<file path="src/rtl/alu_muldiv_if.sv">
// Request/result bundle between the microcode sequencer (master) and the
// iterative multiply/divide unit (slave).
interface alu_muldiv_if #(
    parameter int WIDTH = 16
);
    logic             start;
    logic [1:0]       op;
    logic             is_8_bit;
    logic [WIDTH-1:0] a_lo;
    logic [WIDTH-1:0] a_hi;
    logic [WIDTH-1:0] b;
    logic             busy;
    logic             done;
    logic [WIDTH-1:0] out_lo;
    logic [WIDTH-1:0] out_hi;
    logic             cf_of;
    logic             div_error;

    modport master (
        output start, op, is_8_bit, a_lo, a_hi, b,
        input  busy, done, out_lo, out_hi, cf_of, div_error
    );

    modport slave (
        input  start, op, is_8_bit, a_lo, a_hi, b,
        output busy, done, out_lo, out_hi, cf_of, div_error
    );
endinterface

</file>
<file path="src/rtl/alu_muldiv.sv">
// Iterative MUL/IMUL/DIV/IDIV unit: radix-2 shift-add multiply and restoring
// divide, one bit per cycle, for full (WIDTH) and half (WIDTH/2) operand sizes.
module alu_muldiv #(
    parameter int WIDTH = 16
) (
    input  logic        clk,
    input  logic        reset,
    alu_muldiv_if.slave bus
);
    localparam int H  = WIDTH / 2;
    localparam int CW = $clog2(WIDTH) + 1;
    localparam logic [CW-1:0]        LAST_FULL = CW'(WIDTH - 1);
    localparam logic [CW-1:0]        LAST_HALF = CW'(H - 1);
    localparam logic [CW-1:0]        CNT_ONE   = {{(CW-1){1'b0}}, 1'b1};
    localparam logic [WIDTH-1:0]     ONE_W     = {{(WIDTH-1){1'b0}}, 1'b1};
    localparam logic [2*WIDTH-1:0]   ONE_2W    = {{(2*WIDTH-1){1'b0}}, 1'b1};
    localparam logic [WIDTH-1:0]     LIM_FULL  = ONE_W << (WIDTH - 1);
    localparam logic [WIDTH-1:0]     LIM_HALF  = ONE_W << (H - 1);

    typedef enum logic [2:0] {
        S_IDLE = 3'd0,
        S_PREP = 3'd1,
        S_ITER = 3'd2,
        S_FIX  = 3'd3,
        S_ERR  = 3'd4,
        S_DONE = 3'd5
    } state_t;

    state_t               state_r;
    logic [1:0]           op_r;
    logic                 half_r;
    logic [WIDTH-1:0]     a_lo_r, a_hi_r, b_r;
    logic [2*WIDTH-1:0]   acc_r;
    logic [WIDTH-1:0]     rem_r, q_r, d_r;
    logic [CW-1:0]        cnt_r;
    logic                 q_neg_r, r_neg_r, ovf_r;
    logic                 busy_r, done_r, cf_of_r, div_error_r;
    logic [WIDTH-1:0]     out_lo_r, out_hi_r;

    logic                 sgn_s, is_div_s;
    logic [WIDTH-1:0]     a_ext_s, b_ext_s, a_mag_s, b_mag_s, mplr_s;
    logic                 a_neg_s, b_neg_s, dvd_neg_s;
    logic [2*WIDTH-1:0]   dvd_s, dvd_mag_s;
    logic [WIDTH-1:0]     dvd_hi_s, dvd_lo_s;
    logic                 prep_err_s;
    logic [WIDTH:0]       shl_s;
    logic                 fits_s;
    logic [WIDTH-1:0]     sub_s;
    logic [2*WIDTH-1:0]   prod_s;
    logic [WIDTH-1:0]     quo_s, rmd_s, lim_s;
    logic                 q_ovf_s, cf_s;
    logic [WIDTH-1:0]     res_lo_s, res_hi_s;

    // Widen an N-bit field to WIDTH bits, sign- or zero-filling in half mode.
    function automatic logic [WIDTH-1:0] ext_n(input logic [WIDTH-1:0] v,
                                               input logic half,
                                               input logic sgn);
        logic [WIDTH-1:0] r;
        if (half) begin
            r = {{H{sgn & v[H-1]}}, v[H-1:0]};
        end else begin
            r = v;
        end
        return r;
    endfunction

    // Magnitude of a WIDTH-bit value that is two's complement when sgn is set.
    function automatic logic [WIDTH-1:0] mag_w(input logic [WIDTH-1:0] v,
                                               input logic sgn);
        logic [WIDTH-1:0] r;
        if (sgn && v[WIDTH-1]) begin
            r = ~v + ONE_W;
        end else begin
            r = v;
        end
        return r;
    endfunction

    // Operand conditioning used in PREP: magnitudes, signs and bit alignment.
    always_comb begin
        sgn_s     = op_r[0];
        is_div_s  = op_r[1];
        a_ext_s   = ext_n(a_lo_r, half_r, sgn_s);
        b_ext_s   = ext_n(b_r, half_r, sgn_s);
        a_neg_s   = sgn_s & a_ext_s[WIDTH-1];
        b_neg_s   = sgn_s & b_ext_s[WIDTH-1];
        a_mag_s   = mag_w(a_ext_s, sgn_s);
        b_mag_s   = mag_w(b_ext_s, sgn_s);
        dvd_s     = half_r ? {{WIDTH{sgn_s & a_lo_r[WIDTH-1]}}, a_lo_r} : {a_hi_r, a_lo_r};
        dvd_neg_s = sgn_s & dvd_s[2*WIDTH-1];
        dvd_mag_s = dvd_neg_s ? (~dvd_s + ONE_2W) : dvd_s;
        // Half-mode low halves sit at the top so both sizes shift out of bit WIDTH-1.
        if (half_r) begin
            dvd_hi_s = {{H{1'b0}}, dvd_mag_s[WIDTH-1:H]};
            dvd_lo_s = {dvd_mag_s[H-1:0], {H{1'b0}}};
            mplr_s   = {b_mag_s[H-1:0], {H{1'b0}}};
        end else begin
            dvd_hi_s = dvd_mag_s[2*WIDTH-1:WIDTH];
            dvd_lo_s = dvd_mag_s[WIDTH-1:0];
            mplr_s   = b_mag_s;
        end
        prep_err_s = is_div_s && ((b_mag_s == {WIDTH{1'b0}}) || (!sgn_s && (dvd_hi_s >= b_mag_s)));
    end

    // Per-bit divide step and sign fix-up / result packing for FIX.
    always_comb begin
        shl_s   = {rem_r, q_r[WIDTH-1]};
        fits_s  = shl_s >= {1'b0, d_r};
        sub_s   = shl_s[WIDTH-1:0] - d_r;
        prod_s  = q_neg_r ? (~acc_r + ONE_2W) : acc_r;
        quo_s   = q_neg_r ? (~q_r + ONE_W) : q_r;
        rmd_s   = r_neg_r ? (~rem_r + ONE_W) : rem_r;
        lim_s   = half_r ? LIM_HALF : LIM_FULL;
        q_ovf_s = ovf_r || (q_neg_r ? (q_r > lim_s) : (q_r >= lim_s));
        cf_s    = 1'b0;
        if (half_r) begin
            if (sgn_s) begin
                cf_s = prod_s[WIDTH-1:H] != {H{prod_s[H-1]}};
            end else begin
                cf_s = prod_s[WIDTH-1:H] != {H{1'b0}};
            end
        end else begin
            if (sgn_s) begin
                cf_s = prod_s[2*WIDTH-1:WIDTH] != {WIDTH{prod_s[WIDTH-1]}};
            end else begin
                cf_s = prod_s[2*WIDTH-1:WIDTH] != {WIDTH{1'b0}};
            end
        end
        res_lo_s = {WIDTH{1'b0}};
        res_hi_s = {WIDTH{1'b0}};
        if (is_div_s) begin
            if (half_r) begin
                res_lo_s = {rmd_s[H-1:0], quo_s[H-1:0]};
            end else begin
                res_lo_s = quo_s;
                res_hi_s = rmd_s;
            end
        end else begin
            res_lo_s = prod_s[WIDTH-1:0];
            if (half_r) begin
                res_hi_s = {WIDTH{1'b0}};
            end else begin
                res_hi_s = prod_s[2*WIDTH-1:WIDTH];
            end
        end
    end

    // Control FSM, iteration datapath and registered result/flag outputs.
    always_ff @(posedge clk or posedge reset) begin
        if (reset) begin
            state_r     <= S_IDLE;
            op_r        <= 2'b00;
            half_r      <= 1'b0;
            a_lo_r      <= {WIDTH{1'b0}};
            a_hi_r      <= {WIDTH{1'b0}};
            b_r         <= {WIDTH{1'b0}};
            acc_r       <= {(2*WIDTH){1'b0}};
            rem_r       <= {WIDTH{1'b0}};
            q_r         <= {WIDTH{1'b0}};
            d_r         <= {WIDTH{1'b0}};
            cnt_r       <= {CW{1'b0}};
            q_neg_r     <= 1'b0;
            r_neg_r     <= 1'b0;
            ovf_r       <= 1'b0;
            busy_r      <= 1'b0;
            done_r      <= 1'b0;
            cf_of_r     <= 1'b0;
            div_error_r <= 1'b0;
            out_lo_r    <= {WIDTH{1'b0}};
            out_hi_r    <= {WIDTH{1'b0}};
        end else begin
            done_r <= 1'b0;
            case (state_r)
                S_IDLE, S_ERR, S_DONE: begin
                    if (bus.start) begin
                        op_r        <= bus.op;
                        half_r      <= bus.is_8_bit;
                        a_lo_r      <= bus.a_lo;
                        a_hi_r      <= bus.a_hi;
                        b_r         <= bus.b;
                        cf_of_r     <= 1'b0;
                        div_error_r <= 1'b0;
                        busy_r      <= 1'b1;
                        state_r     <= S_PREP;
                    end else begin
                        busy_r  <= 1'b0;
                        state_r <= S_IDLE;
                    end
                end
                S_PREP: begin
                    cnt_r <= {CW{1'b0}};
                    acc_r <= {(2*WIDTH){1'b0}};
                    ovf_r <= dvd_hi_s >= b_mag_s;
                    if (is_div_s) begin
                        d_r     <= b_mag_s;
                        rem_r   <= dvd_hi_s;
                        q_r     <= dvd_lo_s;
                        q_neg_r <= dvd_neg_s ^ b_neg_s;
                        r_neg_r <= dvd_neg_s;
                    end else begin
                        d_r     <= a_mag_s;
                        rem_r   <= {WIDTH{1'b0}};
                        q_r     <= mplr_s;
                        q_neg_r <= a_neg_s ^ b_neg_s;
                        r_neg_r <= 1'b0;
                    end
                    if (prep_err_s) begin
                        busy_r      <= 1'b0;
                        done_r      <= 1'b1;
                        div_error_r <= 1'b1;
                        state_r     <= S_ERR;
                    end else begin
                        state_r <= S_ITER;
                    end
                end
                S_ITER: begin
                    if (is_div_s) begin
                        rem_r <= fits_s ? sub_s : shl_s[WIDTH-1:0];
                        q_r   <= {q_r[WIDTH-2:0], fits_s};
                    end else begin
                        acc_r <= {acc_r[2*WIDTH-2:0], 1'b0}
                               + (q_r[WIDTH-1] ? {{WIDTH{1'b0}}, d_r} : {(2*WIDTH){1'b0}});
                        q_r   <= {q_r[WIDTH-2:0], 1'b0};
                    end
                    cnt_r <= cnt_r + CNT_ONE;
                    if (cnt_r == (half_r ? LAST_HALF : LAST_FULL)) begin
                        state_r <= S_FIX;
                    end else begin
                        state_r <= S_ITER;
                    end
                end
                S_FIX: begin
                    busy_r <= 1'b0;
                    done_r <= 1'b1;
                    if (is_div_s && sgn_s && q_ovf_s) begin
                        div_error_r <= 1'b1;
                        state_r     <= S_ERR;
                    end else begin
                        out_lo_r <= res_lo_s;
                        out_hi_r <= res_hi_s;
                        cf_of_r  <= is_div_s ? 1'b0 : cf_s;
                        state_r  <= S_DONE;
                    end
                end
                default: begin
                    busy_r  <= 1'b0;
                    state_r <= S_IDLE;
                end
            endcase
        end
    end

    assign bus.busy      = busy_r;
    assign bus.done      = done_r;
    assign bus.out_lo    = out_lo_r;
    assign bus.out_hi    = out_hi_r;
    assign bus.cf_of     = cf_of_r;
    assign bus.div_error = div_error_r;
endmodule

</file>
<file path="src/flat_wrapper.sv">
// flat-port wrapper written by rule: the top's interface ports become plain ports
module alu_muldiv_flat 
#(
    parameter int WIDTH = 16
)
  (clk, reset, bus_start, bus_op, bus_is_8_bit, bus_a_lo, bus_a_hi, bus_b, bus_busy, bus_done, bus_out_lo, bus_out_hi, bus_cf_of, bus_div_error);
  alu_muldiv_if #(.WIDTH(WIDTH)) bus_i ();
  input  logic clk;
  input  logic reset;
  input wire logic [$bits(bus_i.start)-1:0] bus_start;
  input wire logic [$bits(bus_i.op)-1:0] bus_op;
  input wire logic [$bits(bus_i.is_8_bit)-1:0] bus_is_8_bit;
  input wire logic [$bits(bus_i.a_lo)-1:0] bus_a_lo;
  input wire logic [$bits(bus_i.a_hi)-1:0] bus_a_hi;
  input wire logic [$bits(bus_i.b)-1:0] bus_b;
  output wire logic [$bits(bus_i.busy)-1:0] bus_busy;
  output wire logic [$bits(bus_i.done)-1:0] bus_done;
  output wire logic [$bits(bus_i.out_lo)-1:0] bus_out_lo;
  output wire logic [$bits(bus_i.out_hi)-1:0] bus_out_hi;
  output wire logic [$bits(bus_i.cf_of)-1:0] bus_cf_of;
  output wire logic [$bits(bus_i.div_error)-1:0] bus_div_error;
  assign bus_i.start = bus_start;
  assign bus_i.op = bus_op;
  assign bus_i.is_8_bit = bus_is_8_bit;
  assign bus_i.a_lo = bus_a_lo;
  assign bus_i.a_hi = bus_a_hi;
  assign bus_i.b = bus_b;
  assign bus_busy = bus_i.busy;
  assign bus_done = bus_i.done;
  assign bus_out_lo = bus_i.out_lo;
  assign bus_out_hi = bus_i.out_hi;
  assign bus_cf_of = bus_i.cf_of;
  assign bus_div_error = bus_i.div_error;
  alu_muldiv #(.WIDTH(WIDTH)) u_core (.clk(clk), .reset(reset), .bus(bus_i));
endmodule
</file>
<file path="config.mk">
export PLATFORM = sky130hd
export DESIGN_NAME = alu_muldiv_flat
export DESIGN_NICKNAME = d
export VERILOG_FILES = /design/src/rtl/alu_muldiv_if.sv /design/src/rtl/alu_muldiv.sv /design/src/flat_wrapper.sv
export SDC_FILE = /design/constraint.sdc
export NUM_CORES = 1
export LEC_CHECK = 0
export ABC_AREA = 1
export CAP_MARGIN = 20
export CORE_MARGIN = 4
export CORE_UTILIZATION = 55
export CTS_CLUSTER_SIZE = 14
export DETAILED_ROUTE_END_ITERATION = 12
export PLACE_DENSITY = 0.77
export REMOVE_ABC_BUFFERS = 1
export SLEW_MARGIN = 20
export SYNTH_ARGS = -nofsm -noshare
export SYNTH_HDL_FRONTEND = slang
export SYNTH_SLANG_ARGS = --single-unit
</file>
<file path="constraint.sdc">
create_clock -name clk -period 6.25 [get_ports clk]
set_clock_uncertainty 0.05 [all_clocks]
set_input_delay 1.5625 -clock clk [delete_from_list [all_inputs] [get_ports clk]]
set_output_delay 1.5625 -clock clk [all_outputs]
set_load 0.02 [all_outputs]
</file>
==> results_dict.tcl <==
set metrics [dict create \
    status "finished, final reports clean" \
    nets 2256 \
    setup_crit_start_kind "flip-flop" \
    final_layout_size_suffix_gt1_share_pct 5.19 \
    io-pin-count 90 \
    drcViolationCount 0 \
    max_cap_viol_count 0 \
    setup.worst_path.end_class "flip-flop" \
    clkSinkCount 178 \
    numCtsBuffers 17 \
    post_cts_hold_buffer_count 0 \
    finalWeightedCongestion 0.946 \
    dpl_hpwl_um 34400 \
    finalSetupViolations 0 \
    die-height_um 168 \
    global_route_wire_length_before_repair_um 71900 \
    placement_rows 58 \
    netlist-cell-type-count 55 \
    post-route-min-period_ps 4160 \
    hold_violations 0 \
    timing.fmax_mhz 241 \
    hold_path_class "flip-flop to flip-flop" \
    clk_latency_ps 450 \
    n_antenna_cell 0 \
    max_stage_delay_ps 800 \
    clk_pin_slew_ps 80 \
    globalRoute.totalOverflow 0 \
    antenna_found_initial 0 \
    wl_per_cell_um 18.1 \
    critical_path.cell_chain "nand3_4 -> nand2_2 -> inv_2 -> a21oi_1 -> xor2_1 -> or2_2 -> nand2_1 -> inv_1 -> ha_1 -> nand2_1 -> nor2_1 -> nand2_1 -> o211ai_1 -> nand2_1 -> nand3_1 -> nand2_1 -> nand2_1 -> nand2_2 -> nand2_2 -> nand2_2 -> nand2_1 -> nand2_1" \
    grt_max_degree 106 \
    floorplan.initialDensity_pct 56.0 \
    antenna_left 0 \
    post_cts_resized 0 \
    clock_path_buffers 2 \
    cts_tree "yes" \
    inst_count_dp 2454 \
    vias_in_the_first_global_route 13800 \
    dieArea_um2 28300 \
    timing.critical_path.slowest_stage_cell "sky130_fd_sc_hd__dfrtp_1" \
    globalRouteTotalUtil_pct 31.6 \
    max-slew-margin-rel_pct 28.0 \
    layout.cells.non_filler 2486 \
    total_number_of_vias 14500 \
    synth_seq_cells 178 \
    synthesis.yosys.warnings 0 \
    buffer_ports.inserted 89 \
    mappedNetlistArea_um2 14100 \
    postSynthCellCount 2105 \
    fill_cells 2431 \
    synth_seq_area_share_pct 31.6 \
    critPathKind "flip-flop to flip-flop" \
    tightest_slew_ps 1080 \
    drt_iter0_drc 1515 \
    finalCritPeriodShare_pct 66.5 \
    synth.avg_cell_area_um2 6.70 \
    setup-tns-final_ps 0 \
    routed_via_density 5.85 \
    syn_to_final_growth_pct 11.1 \
    drtPass1Iterations 8 \
    routed_wl_um 45100 \
    crit_top_cell "sky130_fd_sc_hd__nand2_1" \
    core-area_um2 25200 \
    cts.htree.levels 4 \
    worst_ep_arrival_time_ps 4420 \
    report.final.slew_viol_count 0 \
    cts_root_buf "sky130_fd_sc_hd__clkbuf_16" \
    rsz0062_at_grt "false" \
    post_cts_buffers 0 \
    timing.critical_path.fanout_max 39 \
    cp_data_required_time_ps 6510 \
    dieWidth_um 168 \
]
-- cell type report --
class	instances	area [um2]	area share, %
clock buffer	19	443	2.83
clock inverter	13	100	0.639
inverter	252	953	6.08
multi-input combinational	1592	8320	53.1
sequential	178	4460	28.4
tap	330	413	2.63
timing repair buffer	102	988	6.31
-- synth_stat cells (all sizes together) --
library cell	instances	share of area (%)
a21boi	2	0.11
a211oi	1	0.089
o31ai	4	0.21
and3	3	0.13
a22oi	2	0.11
nor4	3	0.13
o32ai	1	0.062
nand4	25	1.3
or2	5	0.22
nor2	235	6.4
o21a	4	0.21
o2111ai	2	0.12
nand3b	9	0.48
nand3	152	5.7
a31oi	12	0.58
o21ai	179	6.5
nor3	40	1.6
dfrtp	178	32
nand2	542	15
xnor2	18	1.1
clkbuf	47	1.3
ha	57	5.1
o41ai	1	0.062
o22ai	23	1.0
xor2	47	3.0
o221ai	17	1.1
inv	250	6.7
buf	36	1.6
clkinv	2	0.053
fa	2	0.28
a21oi	149	5.4
o211ai	37	2.0
mux2	15	1.2
a221oi	1	0.062
a21o	3	0.16
mux2i	1	0.071
-- metrics by stage --
| stage | utilization (%) | hold slack [ps] | instance area [um2] | worst slack, ps |
|---|---|---|---|---|
| after floorplan | - | 410 | 13700 | -193 |
| after global placement | 60.1 | 414 | 15100 | 2260 |
| after detailed placement | 60.1 | 420 | 15100 | 2160 |
| after global routing | 62.2 | 463 | 15700 | 1760 |
| final | 62.2 | 430 | 15700 | 2090 |
| after CTS | 62.2 | 434 | 15700 | 2150 |
-- worst paths after layout --
check	start	to	slack, ps	cells past startpoint
setup / recovery	u_core.op_r[0]$_DFFE_PP0P_	u_core.bus.busy$_DFFE_PP0P_	2090	22
hold / removal	u_core.bus.out_lo[2]$_DFFE_PP0P_	u_core.bus.out_lo[2]$_DFFE_PP0P_	430	2
setup reg to reg	u_core.op_r[0]$_DFFE_PP0P_	u_core.bus.busy$_DFFE_PP0P_	2090	22
hold reg to reg	u_core.bus.out_lo[2]$_DFFE_PP0P_	u_core.bus.out_lo[2]$_DFFE_PP0P_	430	2
max in group asynchronous	reset	u_core.acc_r[20]$_DFFE_PP0P_	3390	3
min in group asynchronous	reset	u_core.bus.out_lo[2]$_DFFE_PP0P_	1660	2
-- worst max-delay path, delay by kind of cell, from the launching register on --
family,cells,cell delay (ps)
flip-flops,1,800
AO/OA/AOI/OAI,2,290
XOR/XNOR,1,110
buffers and inverters,2,310
adder cells (fa/ha/maj),1,280
AND/OR/NAND/NOR,16,2180
-- metal layers --
layer  GRT usage (%)  vias up  wire length (um)
met5               0        -                 0
met4            15.8        0              2280
met3            4.48      121              3340
met2            52.0      640             21000
met1            41.0     6737             18400
li1                -     7034                 -
-- cell usage in the layout, fill, tap and decap left out, types with 4 or more instances in the layout --
cell,netlist,layout
sky130_fd_sc_hd__o21ai_2,4,4
sky130_fd_sc_hd__nor3_1,36,36
sky130_fd_sc_hd__nand2_2,9,9
sky130_fd_sc_hd__nand2_1,533,533
sky130_fd_sc_hd__or2_2,4,4
sky130_fd_sc_hd__xnor2_1,18,18
sky130_fd_sc_hd__dfrtp_1,178,177
sky130_fd_sc_hd__inv_1,243,242
sky130_fd_sc_hd__o21ai_0,167,167
sky130_fd_sc_hd__clkdlybuf4s50_1,0,89
sky130_fd_sc_hd__nand4_1,23,23
sky130_fd_sc_hd__nor2_1,229,227
sky130_fd_sc_hd__o31ai_1,4,4
sky130_fd_sc_hd__nand3b_1,9,9
sky130_fd_sc_hd__clkinv_2,0,4
sky130_fd_sc_hd__xor2_1,45,45
sky130_fd_sc_hd__buf_4,6,13
sky130_fd_sc_hd__ha_1,57,57
sky130_fd_sc_hd__nor2_2,6,8
sky130_fd_sc_hd__a31oi_1,11,11
sky130_fd_sc_hd__o22ai_1,23,23
sky130_fd_sc_hd__inv_2,6,6
sky130_fd_sc_hd__o21a_1,4,4
sky130_fd_sc_hd__mux2_2,15,15
sky130_fd_sc_hd__o21ai_1,8,8
sky130_fd_sc_hd__inv_6,0,8
sky130_fd_sc_hd__clkbuf_16,0,17
sky130_fd_sc_hd__nand3_1,147,146
sky130_fd_sc_hd__a21oi_1,146,146
sky130_fd_sc_hd__o211ai_1,37,37
sky130_fd_sc_hd__o221ai_1,17,17
-- flip-flops by register name, indices dropped and copies added (netlist names), 16 cells and up --
| name | flops |
|---|---|
| u_core.acc_r | 32 |
| u_core.a_hi_r | 16 |
| u_core.a_lo_r | 16 |
| u_core.b_r | 16 |
| u_core.bus.out_hi | 16 |
| u_core.bus.out_lo | 16 |
| u_core.d_r | 16 |
| u_core.q_r | 16 |
| u_core.rem_r | 16 |
-- cell families after synthesis --
group,synth area share (%)
AO/OA/AOI/OAI,17.6
AND/OR/NAND/NOR,30.5
buffers and inverters,9.56
XOR/XNOR,4.14
flip-flops,31.6
multiplexers,1.27
adder cells (fa/ha/maj),5.34
Power is not shown: default switching activity piles up to over one toggle a cycle in this logic, so the estimate is an artifact.
